### config.mk
export PLATFORM = sky130hd
export DESIGN_NAME = sync_fifo_fwft
export DESIGN_NICKNAME = d
export VERILOG_FILES = /design/src/rtl/sync_fifo_fwft.sv
export SDC_FILE = /design/constraint.sdc
export NUM_CORES = 1
export LEC_CHECK = 0
export CAP_MARGIN = 15
export CORE_ASPECT_RATIO = 1.4
export CORE_MARGIN = 10
export CORE_UTILIZATION = 50
export CTS_CLUSTER_SIZE = 24
export DETAILED_ROUTE_END_ITERATION = 6
export PLACE_DENSITY_LB_ADDON = 0.08
export REMOVE_ABC_BUFFERS = 1
export SKIP_LAST_GASP = 1
export SYNTH_ARGS = -nofsm -noshare
export SYNTH_HDL_FRONTEND = slang
export SYNTH_SLANG_ARGS = --single-unit
### constraint.sdc
create_clock -name clk -period 4.45 [get_ports clk]
set_input_delay 0.445 -clock clk [delete_from_list [all_inputs] [get_ports clk]]
set_output_delay 0.445 -clock clk [all_outputs]
set_load 0.01 [all_outputs]
### src/rtl/sync_fifo_fwft.sv
// ---------------------------------------------------------------------------
// sync_fifo_fwft
//
// Parametrised single-clock FIFO used as a rate-decoupling buffer between a
// producer and a consumer in the same clock domain. The read side is either
// registered (one cycle of latency after an accepted pop) or
// first-word-fall-through (head entry always visible on rdata_o).
// Provides an occupancy count, programmable almost-full/almost-empty flags
// and sticky overflow/underflow error flags.
//
// Optional feature macro: FIFO_SOFT_FLUSH_EN
//   When defined, adds flush_i. A flush empties the FIFO synchronously
//   without touching the error flags or the registered read data.
//
// Ports:
//   clk          clock, all state updates on the rising edge
//   rst_n        asynchronous active-low reset
//   wren_i       write request
//   wdata_i      write data
//   rden_i       read request / pop
//   flush_i      synchronous flush (only with FIFO_SOFT_FLUSH_EN)
//   clr_err_i    clears overflow_o / underflow_o
//   rdata_o      read data
//   full_o       level_o == FIFO_DEPTH
//   empty_o      level_o == 0
//   afull_o      level_o >= AFULL_THRESHOLD
//   aempty_o     level_o <= AEMPTY_THRESHOLD
//   level_o      current occupancy
//   overflow_o   sticky: write attempted while full
//   underflow_o  sticky: read attempted while empty
// ---------------------------------------------------------------------------
module sync_fifo_fwft #(
    parameter int DATA_WIDTH       = 32,
    parameter int FIFO_DEPTH       = 16,
    parameter int AFULL_THRESHOLD  = 12,
    parameter int AEMPTY_THRESHOLD = 2,
    parameter int FWFT_MODE        = 0
) (
    input  logic                          clk,
    input  logic                          rst_n,
    input  logic                          wren_i,
    input  logic [DATA_WIDTH-1:0]         wdata_i,
    input  logic                          rden_i,
`ifdef FIFO_SOFT_FLUSH_EN
    input  logic                          flush_i,
`endif
    input  logic                          clr_err_i,
    output logic [DATA_WIDTH-1:0]         rdata_o,
    output logic                          full_o,
    output logic                          empty_o,
    output logic                          afull_o,
    output logic                          aempty_o,
    output logic [$clog2(FIFO_DEPTH):0]   level_o,
    output logic                          overflow_o,
    output logic                          underflow_o
);

    localparam int ADDR_W = $clog2(FIFO_DEPTH);
    localparam int LVL_W  = ADDR_W + 1;

    localparam logic [LVL_W-1:0] DEPTH_LVL  = LVL_W'(FIFO_DEPTH);
    localparam logic [LVL_W-1:0] AFULL_LVL  = LVL_W'(AFULL_THRESHOLD);
    localparam logic [LVL_W-1:0] AEMPTY_LVL = LVL_W'(AEMPTY_THRESHOLD);

    logic [DATA_WIDTH-1:0] mem_q [FIFO_DEPTH];

    // Pointers carry one extra wrap bit so they can run freely modulo 2*DEPTH.
    logic [ADDR_W:0]    wr_ptr_q, wr_ptr_d;
    logic [ADDR_W:0]    rd_ptr_q, rd_ptr_d;
    logic [LVL_W-1:0]   level_q,  level_d;
    logic               overflow_q,  overflow_d;
    logic               underflow_q, underflow_d;

    logic               full;
    logic               empty;
    logic               flush;
    logic               wr_accept;
    logic               rd_accept;

`ifdef FIFO_SOFT_FLUSH_EN
    assign flush = flush_i;
`else
    assign flush = 1'b0;
`endif

    assign full  = (level_q == DEPTH_LVL);
    assign empty = (level_q == '0);

    // A flush cycle ignores both requests, so neither side is accepted.
    assign wr_accept = wren_i && !full  && !flush;
    assign rd_accept = rden_i && !empty && !flush;

    // Next-state for pointers, level and sticky error flags.
    always_comb begin
        wr_ptr_d = wr_ptr_q;
        rd_ptr_d = rd_ptr_q;
        level_d  = level_q;

        if (flush) begin
            wr_ptr_d = '0;
            rd_ptr_d = '0;
            level_d  = '0;
        end else begin
            if (wr_accept) begin
                wr_ptr_d = wr_ptr_q + 1'b1;
            end
            if (rd_accept) begin
                rd_ptr_d = rd_ptr_q + 1'b1;
            end
            case ({wr_accept, rd_accept})
                2'b10:   level_d = level_q + 1'b1;
                2'b01:   level_d = level_q - 1'b1;
                default: level_d = level_q;
            endcase
        end

        // Set has priority over clear when both happen on the same edge.
        overflow_d  = (wren_i && full  && !flush) || (overflow_q  && !clr_err_i);
        underflow_d = (rden_i && empty && !flush) || (underflow_q && !clr_err_i);
    end

    always_ff @(posedge clk or negedge rst_n) begin
        if (!rst_n) begin
            wr_ptr_q    <= '0;
            rd_ptr_q    <= '0;
            level_q     <= '0;
            overflow_q  <= 1'b0;
            underflow_q <= 1'b0;
        end else begin
            wr_ptr_q    <= wr_ptr_d;
            rd_ptr_q    <= rd_ptr_d;
            level_q     <= level_d;
            overflow_q  <= overflow_d;
            underflow_q <= underflow_d;
        end
    end

    // Storage array is deliberately left out of reset.
    always_ff @(posedge clk) begin
        if (wr_accept) begin
            mem_q[wr_ptr_q[ADDR_W-1:0]] <= wdata_i;
        end
    end

    generate
        if (FWFT_MODE != 0) begin : g_fwft
            // Head entry is shown directly; forced to zero while empty so the
            // output is clean out of reset.
            assign rdata_o = empty ? '0 : mem_q[rd_ptr_q[ADDR_W-1:0]];
        end else begin : g_reg
            logic [DATA_WIDTH-1:0] rdata_q;

            always_ff @(posedge clk or negedge rst_n) begin
                if (!rst_n) begin
                    rdata_q <= '0;
                end else if (rd_accept) begin
                    rdata_q <= mem_q[rd_ptr_q[ADDR_W-1:0]];
                end
            end

            assign rdata_o = rdata_q;
        end
    endgenerate

    assign full_o      = full;
    assign empty_o     = empty;
    assign afull_o     = (level_q >= AFULL_LVL);
    assign aempty_o    = (level_q <= AEMPTY_LVL);
    assign level_o     = level_q;
    assign overflow_o  = overflow_q;
    assign underflow_o = underflow_q;

endmodule

==> Word-level counts from Yosys, hierarchy flattened <==
Memories as Yosys holds them, arrays and structs flattened. A register that Yosys moved wholly into a read port is not among the register bits.
Cells that the tools add are included.
{ "totals": {"elab_cells": 32, "mem_bits_rw": 512, "n_memories": 1, "input_bits": 37, "output_inout_bits": 43, "reg_bits": 17} }
{ "classes": {"n_eq_ne": 3, "muxes": 3, "order_cmp": 2, "n_reduce_logical": 14, "addsub": 4} }
{ "memory_table": {"columns": ["name", "depth", "width", "rd", "rd_clocked_by_memory_dff", "wr", "line", "source"], "rows": [
  ["mem_q", 16, 32, 1, 1, 1, "65", "logic [DATA_WIDTH-1:0] mem_q [FIFO_DEPTH];"]
]} }
{ "ops": {"columns": ["cell", "count"], "rows": [
  ["$add A5 B1 Y5 const B", 3],
  ["$pmux W5 S2", 1],
  ["$logic_and A1 B1 Y1", 6],
  ["$eq A5 B5 Y1 const B", 1],
  ["$ge A5 B4 Y1 const B", 1],
  ["$le A5 B2 Y1 const B", 1],
  ["$logic_not A5 Y1", 1],
  ["$sub A5 B1 Y5 const B", 1],
  ["$logic_not A1 Y1", 4],
  ["$eq A2 B1 Y1 const B", 1],
  ["$eq A2 B2 Y1 const B", 1],
  ["$logic_or A1 B1 Y1", 2],
  ["$mux W1", 2],
  ["$reduce_bool A2 Y1", 1]
]} }

==> Depth between registers and ports, before layout <==
Gate-level depths: netlist of the first run.
{ "logic_depth": {"ltp_word": 5, "ltp_mapped": 14, "depth_no_buf": 10} }

==> Worst setup path before layout of the first run <==
Ideal clock, no wire load.
{ "synth_timing": {"path_type": "register -> register", "from": "register level_q[2], in the netlist level_o[2]", "to": "memory mem_q[3][0] (enable)", "setup_slack_ns": 0.453, "path_stages_with_launch": 6, "period_less_slack_ns": 3.997, "arrival_time_ns": 3.536, "required_time_ns": 3.989, "path_buffers": 1, "setup_time_ns": 0.461, "path_cell_list": "dfrtp_1 -> buf_2 -> nor4_1 -> a21boi_1 -> nand2_1 -> nor3_1"} }
{ "synth_between": {"elab_chain_cells": 5} }
{ "synth_rtl": {"columns": ["item", "line", "source"], "rows": [
  ["start: declaration", "70", "logic [LVL_W-1:0] level_q, level_d;"],
  ["start signal: assignment", "132", "level_q <= level_d;"],
  ["$eq A5 B5 Y1", "86", "assign full = (level_q == DEPTH_LVL);"],
  ["$logic_not A1 Y1", "90", "assign wr_accept = wren_i && !full && !flush;"],
  ["$logic_and A1 B1 Y1", "90", null],
  ["$mux W1", "140", "if (wr_accept) begin"],
  ["$mux W1 (implied by the code)", "141", "mem_q[wr_ptr_q[ADDR_W-1:0]] <= wdata_i;"],
  ["end: declaration", "65", null]
]} }
No other way between the ends.

==> Worst setup path after layout of the first run <==
{ "layout_timing": {"from": "register level_q[1], in the netlist level_o[1]", "to": "register level_q[4], in the netlist level_o[4]"} }
{ "layout_between": {"elab_chain_cells": 5, "elab_cells_between_ends": 12, "cone_classes": "2 x add/sub; 3 x eq/ne; 1 x mux; 6 x reduce/logical"} }
{ "layout_rtl": {"columns": ["item", "line", "source"], "rows": [
  ["$eq A5 B5 Y1 or $logic_not A5 Y1 (tied branches)", "86, 87", null],
  ["$logic_not A1 Y1 (on tied branches)", "90, 91", null],
  ["$logic_and A1 B1 Y1 (on tied branches)", "90, 91", null],
  ["$eq A2 B1 Y1 or $eq A2 B2 Y1 (tied branches)", "110", "case ({wr_accept, rd_accept})"],
  ["$pmux W5 S2 or $reduce_bool A2 Y1 (tied branches)", null, null]
]} }
Parallel ways exist; a longest one is shown, timed or not.
A chain may end at the register's enable or synchronous reset.

==> summary.txt, run 1 <==
length of the first detailed-routing pass in iterations -> 5
clock root buffer master -> clkbuf_16
total gr overflow -> 0
Post-Synthesis Cell Area -> 21300 sq um
first-pass GRT wire length -> 69900 um
Slew Viols, Final -> 0
die area -> 51400 sq um
Final Wtd Congestion -> 0.766
number of buffers added for setup after CTS -> 0
final hold violation count -> 0
number of nets in the layout -> 1123
power density cells -> 628 nW/um^2
Die Ht -> 264 um
register-to-register path setup slack -> 1.41 ns
pin count of the biggest net entering global routing -> 68
number of enable flip-flop cells after synthesis -> 512
initial antenna violation count -> 0
vias in the first global route -> 10500
Detailed Place HPWL -> 27400 um
Worst Setup Start Kind -> flop
number of buffers added on ports -> 79
H-tree levels -> 2
largest buffer count on any clock path -> 3
leakage power figure -> 7.82 nW
fraction of layout cells with a size suffix above 1 -> 0.263
crit-path max FO -> 67
number of distinct library cells after synthesis -> 44
DRC violations left -> 0
period utilisation layout -> 0.682
Worst IR Drop VDD -> 0.000357 V
antenna viol nets, final -> 0
number of buffers added by the clock tree synthesis step -> 51
Final setup viols -> 0
proportion of register bits with asynchronous set or reset after synthesis -> 0.0841
Tightest Pin Transition -> 0.859 ns
Crit Reg-Reg Startpoint -> level_o[1]$_DFFE_PN0P_
total via count after detailed routing -> 9906
part of the Yosys area used for sequential elements -> 0.777
post-route core utilization -> 0.583
clock slew at reported path FFs -> 0.06 ns
RSZ-0062 raised after global routing -> no
flip-flop cell with the highest count after synthesis -> edfxtp_1
post-synthesis cell count -> 968
Routed WL -> 45700 um
arrival time worst endpoint -> 3.48 ns
average instance area after synthesis -> 22.0 sq um
most common library cell in the layout ignoring fill and taps -> edfxtp_1
Avg Vias per Cell -> 5.96
maximum clock frequency -> 329 MHz
R2R cell count -> 9
all-layer global routing usage -> 0.179
number of DRC markers after the initial detailed-route iteration -> 643
worst min-delay path class -> input port to asynchronous set/reset pin
clock latency on the worst-skew pair -> 0.57 ns
area of the core -> 42200 sq um
clock tree from TritonCTS -> yes
number of sinks on the clock net -> 559
number of synthesized register bits -> 559
chip width -> 194 um
number of max-cap violations -> 0
area added between synthesis and finish -> 15.5%
Critical R2R Capture -> level_o[4]$_DFFE_PN0P_
crit path kind -> flop to flop
Final Critical Period -> 3.04 ns
top-level I/O count -> 80
total inserted antenna cells -> 0
Clock Skew -> 0.0158 ns
relative max-transition margin -> 0.427
commonest cells after routing, fill and taps aside -> edfxtp_1 (512), mux4_2 (128), clkdlybuf4s50_1 (78)
data required time of the worst path -> 4.90 ns
average wire length per cell after detail routing -> 27.5 um
run status -> finished clean
initial cell density of the core -> 0.505
total design power -> 15.4 mW
synth warn -> 0
number of cell rows -> 89
Critical Path End Type -> flop
[report_power, final]
group,internal (mW),switching (mW)
registers,6.43,0.499
logic,2.17,2.15
clock network,2.39,1.81
[flip-flops by register name, indices dropped and copies added, names as in the netlist]
name / count
underflow_o: 1
rdata_o: 32
wr_ptr_q: 4
overflow_o: 1
level_o: 5
rd_ptr_q: 4
mem_q: 512
[metrics by stage]
stage	std cells	setup slack (ns)	area (sq um)	setup TNS (ns)	hold WS [ns]
after global routing	1662	1.25	24600	0	0.457
after CTS	1662	1.43	24600	0	0.450
after global placement	1569	1.34	23000	0	0.514
after floorplan	910	-1.68	21000	-54.74	0.149
final	1662	1.41	24600	0	0.447
after detailed placement	1569	1.31	23000	0	0.515
[metal layers]
layer	up-vias	part of all wire	GRT usage	wire, um
met1	5315	0.42	0.240	19300
met5	-	0	0	0
li1	4275	-	-	-
met4	0	0.023	0.0494	1070
met2	253	0.51	0.297	23100
met3	63	0.048	0.0308	2200
[worst max-delay path by stage]
stage          depth (start not counted)                       to  slack [ns]               startpoint
2_1_floorplan                          4  rdata_o[11]$_DFFE_PN0P_       -1.68  rd_ptr_q[2]$_DFFE_PN0P_
3_3_place_gp                           9   level_o[4]$_DFFE_PN0P_        1.34                   rden_i
3_5_place_dp                           9   level_o[4]$_DFFE_PN0P_        1.31                   rden_i
4_1_cts                                9   level_o[4]$_DFFE_PN0P_        1.43   level_o[1]$_DFFE_PN0P_
5_1_grt                                9   level_o[3]$_DFFE_PN0P_        1.25   level_o[1]$_DFFE_PN0P_
6_report                               9   level_o[4]$_DFFE_PN0P_        1.41   level_o[1]$_DFFE_PN0P_
[what timing repair did]
| action | CTS | global route |
|---|---|---|
| gates resized for setup | 0 | 0 |
| hold endpoints to repair | 20 | 0 |
| hold buffers | 1 | 0 |
[cell type report]
| cell class | instances | area [sq um] |
|---|---|---|
| Clock buffer | 74 | 1460 |
| Tap cell | 546 | 683 |
| Inverter | 5 | 18.8 |
| Clock inverter | 18 | 135 |
| Fill cell | 3059 | 17600 |
| Timing Repair Buffer | 114 | 1190 |
| Sequential cell | 559 | 16600 |
| Multi-Input combinational cell | 346 | 4560 |
[critical path: stages, from the launching register on]
cell     delay (ns)
dfrtp_1        0.50
or4_4          0.63
o21ai_4        0.20
inv_2          0.06
buf_4          0.38
ha_1           0.38
o21ai_0        0.19
o22ai_1        0.12
a221o_1        0.31
and3_1         0.16
[cell usage after synthesis, types with 2 or more instances]
cell	count	area share
edfxtp_1	512	0.72
mux4_2	128	0.14
o22ai_1	63	0.018
dfrtp_1	47	0.055
a21oi_1	33	0.0078
mux2_2	32	0.017
buf_2	22	0.0052
clkbuf_1	19	0.0033
nor2_1	16	0.0028
ha_1	9	0.0053
nand2_1	9	0.0016
buf_4	7	0.0025
nand2b_1	7	0.0021
xnor2_1	7	0.0029
buf_1	6	0.0011
buf_6	4	0.0021
inv_1	4	0.00070
nor2b_1	4	0.0012
nor3_1	4	0.00094
o21ai_0	4	0.00094
xor2_1	4	0.0016
a22o_1	2	0.00082
and2_1	2	0.00059
nand3_1	2	0.00047
nand4_1	2	0.00059
[kinds of logic after synthesis]
| group | Yosys count | share of synthesized area |
|---|---|---|
| DFF | 559 | 0.777 |
| muxes | 162 | 0.153 |
| AOI/OAI and AO/OA | 113 | 0.0329 |
| buffers and inverters | 63 | 0.0150 |
| and+or+nand+nor | 51 | 0.0120 |
| xor gates and xnor gates | 11 | 0.00452 |
| adders and majority gates | 9 | 0.00529 |
No activity file was read; power rests on OpenSTA's default activity.
==> run 2: changes to the inputs <==
clock period = 2.85 ns   (was 4.45 ns; I/O delays follow)
==> run 2 against run 1 <==
Compared with the run above:
- critical path depth unchanged
- sequential power rose by 56%
- non-clock buffer count is 30 higher
- global-route usage grew 0.58 points
- fmax increased by 13%
- register-to-register slack lost 1.2 ns
- utilization rose by 1.0 points
- flip-flop and latch count unchanged
- design area grew 1.7%
- largest power group unchanged
==> summary.txt, run 2 (synthesis results as in run 1) <==
run status -> finished clean
Routed WL -> 47000 um
relative max-transition margin -> 0.394
register-to-register path setup slack -> 0.17 ns
worst min-delay path class -> input port to flop
number of sinks on the clock net -> 559
number of max-cap violations -> 0
crit-path max FO -> 7
R2R cell count -> 9
data required time of the worst path -> 3.31 ns
number of buffers added on ports -> 79
clock root buffer master -> clkbuf_16
total via count after detailed routing -> 10200
largest buffer count on any clock path -> 3
Detailed Place HPWL -> 26900 um
final hold violation count -> 0
Crit Reg-Reg Startpoint -> level_o[1]$_DFFE_PN0P_
power density cells -> 1000 nW/um^2
worst setup path start -> level_o[1]$_DFFE_PN0P_
Final setup viols -> 0
share of total power in combinational logic -> 0.278
Worst IR Drop VDD -> 0.000577 V
cell internal power dissipation -> 18.1 mW
Filler cells -> 3063
average wire length per cell after detail routing -> 27.7 um
total design power -> 25.1 mW
DRC violations left -> 0
RSZ-0062 raised after global routing -> no
launch point of the worst hold path -> wren_i
top-level I/O count -> 80
commonest cells after routing, fill and taps aside -> edfxtp_1 (512), mux4_2 (128), clkdlybuf4s50_1 (78)
clock latency on the worst-skew pair -> 0.57 ns
total gr overflow -> 0
total inserted antenna cells -> 0
length of the first detailed-routing pass in iterations -> 5
net switching share of the total power -> 0.282
leakage power figure -> 8.07 nW
fraction of layout cells with a size suffix above 1 -> 0.292
vias in the first global route -> 10900
Worst Setup Start Kind -> flop
H-tree levels -> 2
most common library cell in the layout ignoring fill and taps -> edfxtp_1
Avg Vias per Cell -> 6.00
initial cell density of the core -> 0.505
chip width -> 194 um
clock tree from TritonCTS -> yes
Critical Path End Type -> flop
Critical R2R Capture -> level_o[4]$_DFFE_PN0P_
area added between synthesis and finish -> 17.5%
number of buffers added for setup after CTS -> 0
max FFs per register -> 512
Final Critical Period -> 2.68 ns
crit path capture -> level_o[4]$_DFFE_PN0P_
number of nets in the layout -> 1154
all-layer global routing usage -> 0.185
area of the core -> 42200 sq um
pin count of the biggest net entering global routing -> 67
die area -> 51400 sq um
antenna viol nets, final -> 0
initial antenna violation count -> 0
clock share of power -> 0.294
maximum clock frequency -> 374 MHz
Slew Viols, Final -> 0
Tightest Pin Transition -> 0.909 ns
Final Wtd Congestion -> 0.726
Die Ht -> 264 um
first-pass GRT wire length -> 71900 um
setup tns final -> 0 ns
clock slew at reported path FFs -> 0.07 ns
number of DRC markers after the initial detailed-route iteration -> 749
Switch Pwr -> 7.09 mW
number of buffers added by the clock tree synthesis step -> 52
crit path kind -> flop to flop
Clock Skew -> 0.0165 ns
period utilisation layout -> 0.939
number of cell rows -> 89
arrival time worst endpoint -> 3.14 ns
Flop pwr share -> 0.428
-- run 2: how the worst min path moves through the flow --
| stage | end | slack (ns) | cells after the start |
|---|---|---|---|
| CTS | overflow_o$_DFF_PN0_ | 0.33 | 2 |
| finish | overflow_o$_DFF_PN0_ | 0.35 | 2 |
| detailed placement | overflow_o$_DFF_PN0_ | 0.50 | 1 |
| floorplan | level_o[0]$_DFFE_PN0P_ | -0.01 | 0 |
| global placement | overflow_o$_DFF_PN0_ | 0.49 | 1 |
| global route | overflow_o$_DFF_PN0_ | 0.36 | 2 |
-- run 2: per-stage QoR --
step	area, sq um	util	hold WS, ns	instances	setup slack, ns
floorplan	21000	-	-0.0106	910	-3.28
global placement	23200	0.549	0.494	1599	0.0941
detailed placement	23200	0.549	0.500	1599	0.0770
CTS	25000	0.593	0.332	1696	0.0670
global route	25000	0.593	0.357	1696	0.0369
finish	25000	0.593	0.349	1696	0.174
-- run 2: final cells by class --
type | instances | area [sq um] | area share
sequential | 559 | 16600 | 0.662
multi-input combinational | 346 | 4560 | 0.182
clock buffer | 64 | 1380 | 0.0550
timing repair buffer | 144 | 1380 | 0.0550
tap | 546 | 683 | 0.0273
clock inverter | 32 | 455 | 0.0182
inverter | 5 | 18.8 | 0.000750
-- run 2: critical path, cell delays in order, from the launching register on --
cell and delay [ns]:
dfrtp_1 0.38, or4_4 0.58, o21ai_4 0.20, inv_2 0.07
ha_2 0.23, ha_1 0.35, nor2b_1 0.13, o21ai_0 0.12
a221o_1 0.34, and3_1 0.16
-- run 2: layer usage --
layer / global-route usage / routed length, um
met5: 0 / 0
met4: 0.0431 / 807
met3: 0.0266 / 1880
met2: 0.318 / 24500
met1: 0.244 / 19800
-- run 2: what timing repair did --
item                                   CTS  global route
endpoints found under the hold margin   47             0
setup endpoints to repair                0             1
hold buffers                             1             0
gates resized for setup                  0             2
-- run 2: power by group through the flow --
stage / clock network [mW] / registers, mW / logic (mW)
floorplan: 0 / 11.2 / 3.62
finish: 7.40 / 10.8 / 6.98
detailed placement: 0 / 11.0 / 7.11
global placement: 0 / 10.9 / 7.06
CTS: 7.53 / 10.8 / 7.14
global route: 7.87 / 10.9 / 7.53
==> run 3: changes to the inputs <==
clock period = 2.3 ns   (was 2.85 ns; I/O delays follow)
==> run 3 against run 2 <==
Compared with the run above:
- utilization up 0.84 points
- largest power group unchanged
- global-route usage up 0.060 points
- worst hold slack worse by 0.18 ns
- critical endpoint unchanged
- total power up 22%
- setup slack worse by 0.39 ns
- die area unchanged
- highest routed layer unchanged
- the flow now finishes with violations (setup timing)
- wire length up 0.54%
- register-to-register slack worse by 0.39 ns
==> summary.txt, run 3 (synthesis results as in run 1) <==
antenna viol nets, final -> 0
total design power -> 30.7 mW
total inserted antenna cells -> 0
all-layer global routing usage -> 0.185
number of nets in the layout -> 1181
number of buffers added on ports -> 79
number of sinks on the clock net -> 559
total gr overflow -> 0
final hold violation count -> 0
Avg Vias per Cell -> 5.97
Switch Pwr -> 8.82 mW
power density cells -> 1210 nW/um^2
Final Wtd Congestion -> 0.731
die area -> 51400 sq um
average wire length per cell after detail routing -> 27.4 um
number of max-cap violations -> 0
arrival time worst endpoint -> 2.98 ns
Worst IR Drop VDD -> 0.000748 V
DRC violations left -> 0
worst-case hold slack -> 0.173 ns
number of cell rows -> 89
first-pass GRT wire length -> 72000 um
RSZ-0062 raised after global routing -> yes
run status -> finished with violations
Detailed Place HPWL -> 27600 um
clock share of power -> 0.264
largest buffer count on any clock path -> 3
leakage power figure -> 8.21 nW
Final Critical Period -> 2.51 ns
net switching share of the total power -> 0.287
clock tree from TritonCTS -> yes
vias in the first global route -> 11100
clock latency on the worst-skew pair -> 0.58 ns
Routed WL -> 47300 um
length of the first detailed-routing pass in iterations -> 5
Die Ht -> 264 um
number of buffers added by the clock tree synthesis step -> 52
Clock Skew -> 0.0191 ns
worst min-delay path class -> input port to asynchronous set/reset pin
crit path kind -> flop to flop
Worst Setup Start Kind -> flop
Final setup viols -> 4
clock slew at reported path FFs -> 0.07 ns
initial antenna violation count -> 0
worst setup slack after layout -> -0.213 ns
cell internal power dissipation -> 21.9 mW
Placed Cells incl. Taps -> 1624
area added between synthesis and finish -> 19.2%
maximum clock frequency -> 398 MHz
relative max-transition margin -> 0.609
crit-path max FO -> 3
clock root buffer master -> clkbuf_16
total via count after detailed routing -> 10300
Flop pwr share -> 0.427
failing checks -> setup timing
commonest cells after routing, fill and taps aside -> edfxtp_1 (512), mux4_2 (128), clkdlybuf4s50_1 (76)
area of the core -> 42200 sq um
max FFs per register -> 512
Critical Path End Type -> flop
H-tree levels -> 2
Tightest Pin Transition -> 0.584 ns
count of non-filler cells in the finished layout -> 1725
Slew Viols, Final -> 0
number of DRC markers after the initial detailed-route iteration -> 769
data required time of the worst path -> 2.77 ns
most common library cell in the layout ignoring fill and taps -> edfxtp_1
initial cell density of the core -> 0.505
Placement Setup Slack -> -0.267 ns
chip width -> 194 um
top-level I/O count -> 80
pin count of the biggest net entering global routing -> 67
period utilisation layout -> 1.09
fraction of layout cells with a size suffix above 1 -> 0.306
share of total power in combinational logic -> 0.309
==> run 3: changes by cell type in the layout (fill, tap and decap cells not counted), moves of 2 or more <==
cell             previous run  this run
ha_1                        8         5
clkinv_1                    2        14
clkdlybuf4s50_1            78        76
o21ai_2                     0         2
clkbuf_1                   10        12
buf_12                      8        34
o21ai_0                     3         1
inv_6                       0         3
bufinv_16                  11         2
clkinvlp_4                  6         1
ha_4                        0         2
==> run 3: timing repair <==
action                                 CTS  global route
resized for setup                       12             8
buffers inserted                         2             0
setup endpoints to repair                6             6
hold buffers                             1             0
endpoints found under the hold margin   15             0
pin swaps                                7             4
==> run 3: final timing paths <==
kind / endpoint / start / slack (ns) / cells after the start
min: rdata_o[18]$_DFFE_PN0P_ / rst_n / 0.17 / 2
max reg2reg: level_o[4]$_DFFE_PN0P_ / level_o[1]$_DFFE_PN0P_ / -0.21 / 10
max: level_o[4]$_DFFE_PN0P_ / level_o[1]$_DFFE_PN0P_ / -0.21 / 10
min in group clk: underflow_o$_DFF_PN0_ / clr_err_i / 0.30 / 3
min reg2reg: underflow_o$_DFF_PN0_ / underflow_o$_DFF_PN0_ / 0.51 / 1
max in group asynchronous: rdata_o[13]$_DFFE_PN0P_ / rst_n / 1.35 / 3
==> run 3: metrics by stage <==
stage | utilization | cell area (sq um) | setup TNS, ns
after floorplan | - | 21000 | -627.62
after global placement | 0.561 | 23700 | -0.471
after detailed placement | 0.561 | 23700 | -0.593
after CTS | 0.601 | 25400 | -0.632
after global routing | 0.601 | 25400 | -1.03
final | 0.601 | 25400 | -0.595
==> run 3: area by class of cell <==
type / instances / area (sq um)
clock buffer: 67 / 1400
clock inverter: 31 / 205
fill: 3021 / 16800
inverter: 5 / 18.8
multi-input combinational: 346 / 4620
sequential: 559 / 16600
tap: 546 / 683
timing repair buffer: 171 / 1900
==> run 3: layer usage <==
metal  up-vias  routed length [um]  track usage
met5         -                   0            0
met1      5612               19500        0.239
met4         0                 776       0.0425
met2       233               25000        0.325
li1       4397                   -            -
met3        59                2040       0.0267
==> run 3: critical path, stage by stage, from the launching register on <==
cell,delay [ns]
dfrtp_1,0.37
or4_4,0.56
o21ai_4,0.16
inv_2,0.07
ha_4,0.18
xor2_2,0.17
ha_2,0.19
o21ai_2,0.13
o22ai_2,0.11
a221o_1,0.31
and3_1,0.16
==> run 3: power by group through the flow <==
| stage | clock network [mW] | logic [mW] | registers (mW) |
|---|---|---|---|
| floorplan | 0 | 4.09 | 13.8 |
| global placement | 0 | 9.50 | 13.3 |
| detailed placement | 0 | 9.54 | 13.3 |
| CTS | 8.27 | 9.62 | 13.1 |
| global route | 8.64 | 10.2 | 13.3 |
| finish | 8.11 | 9.48 | 13.1 |
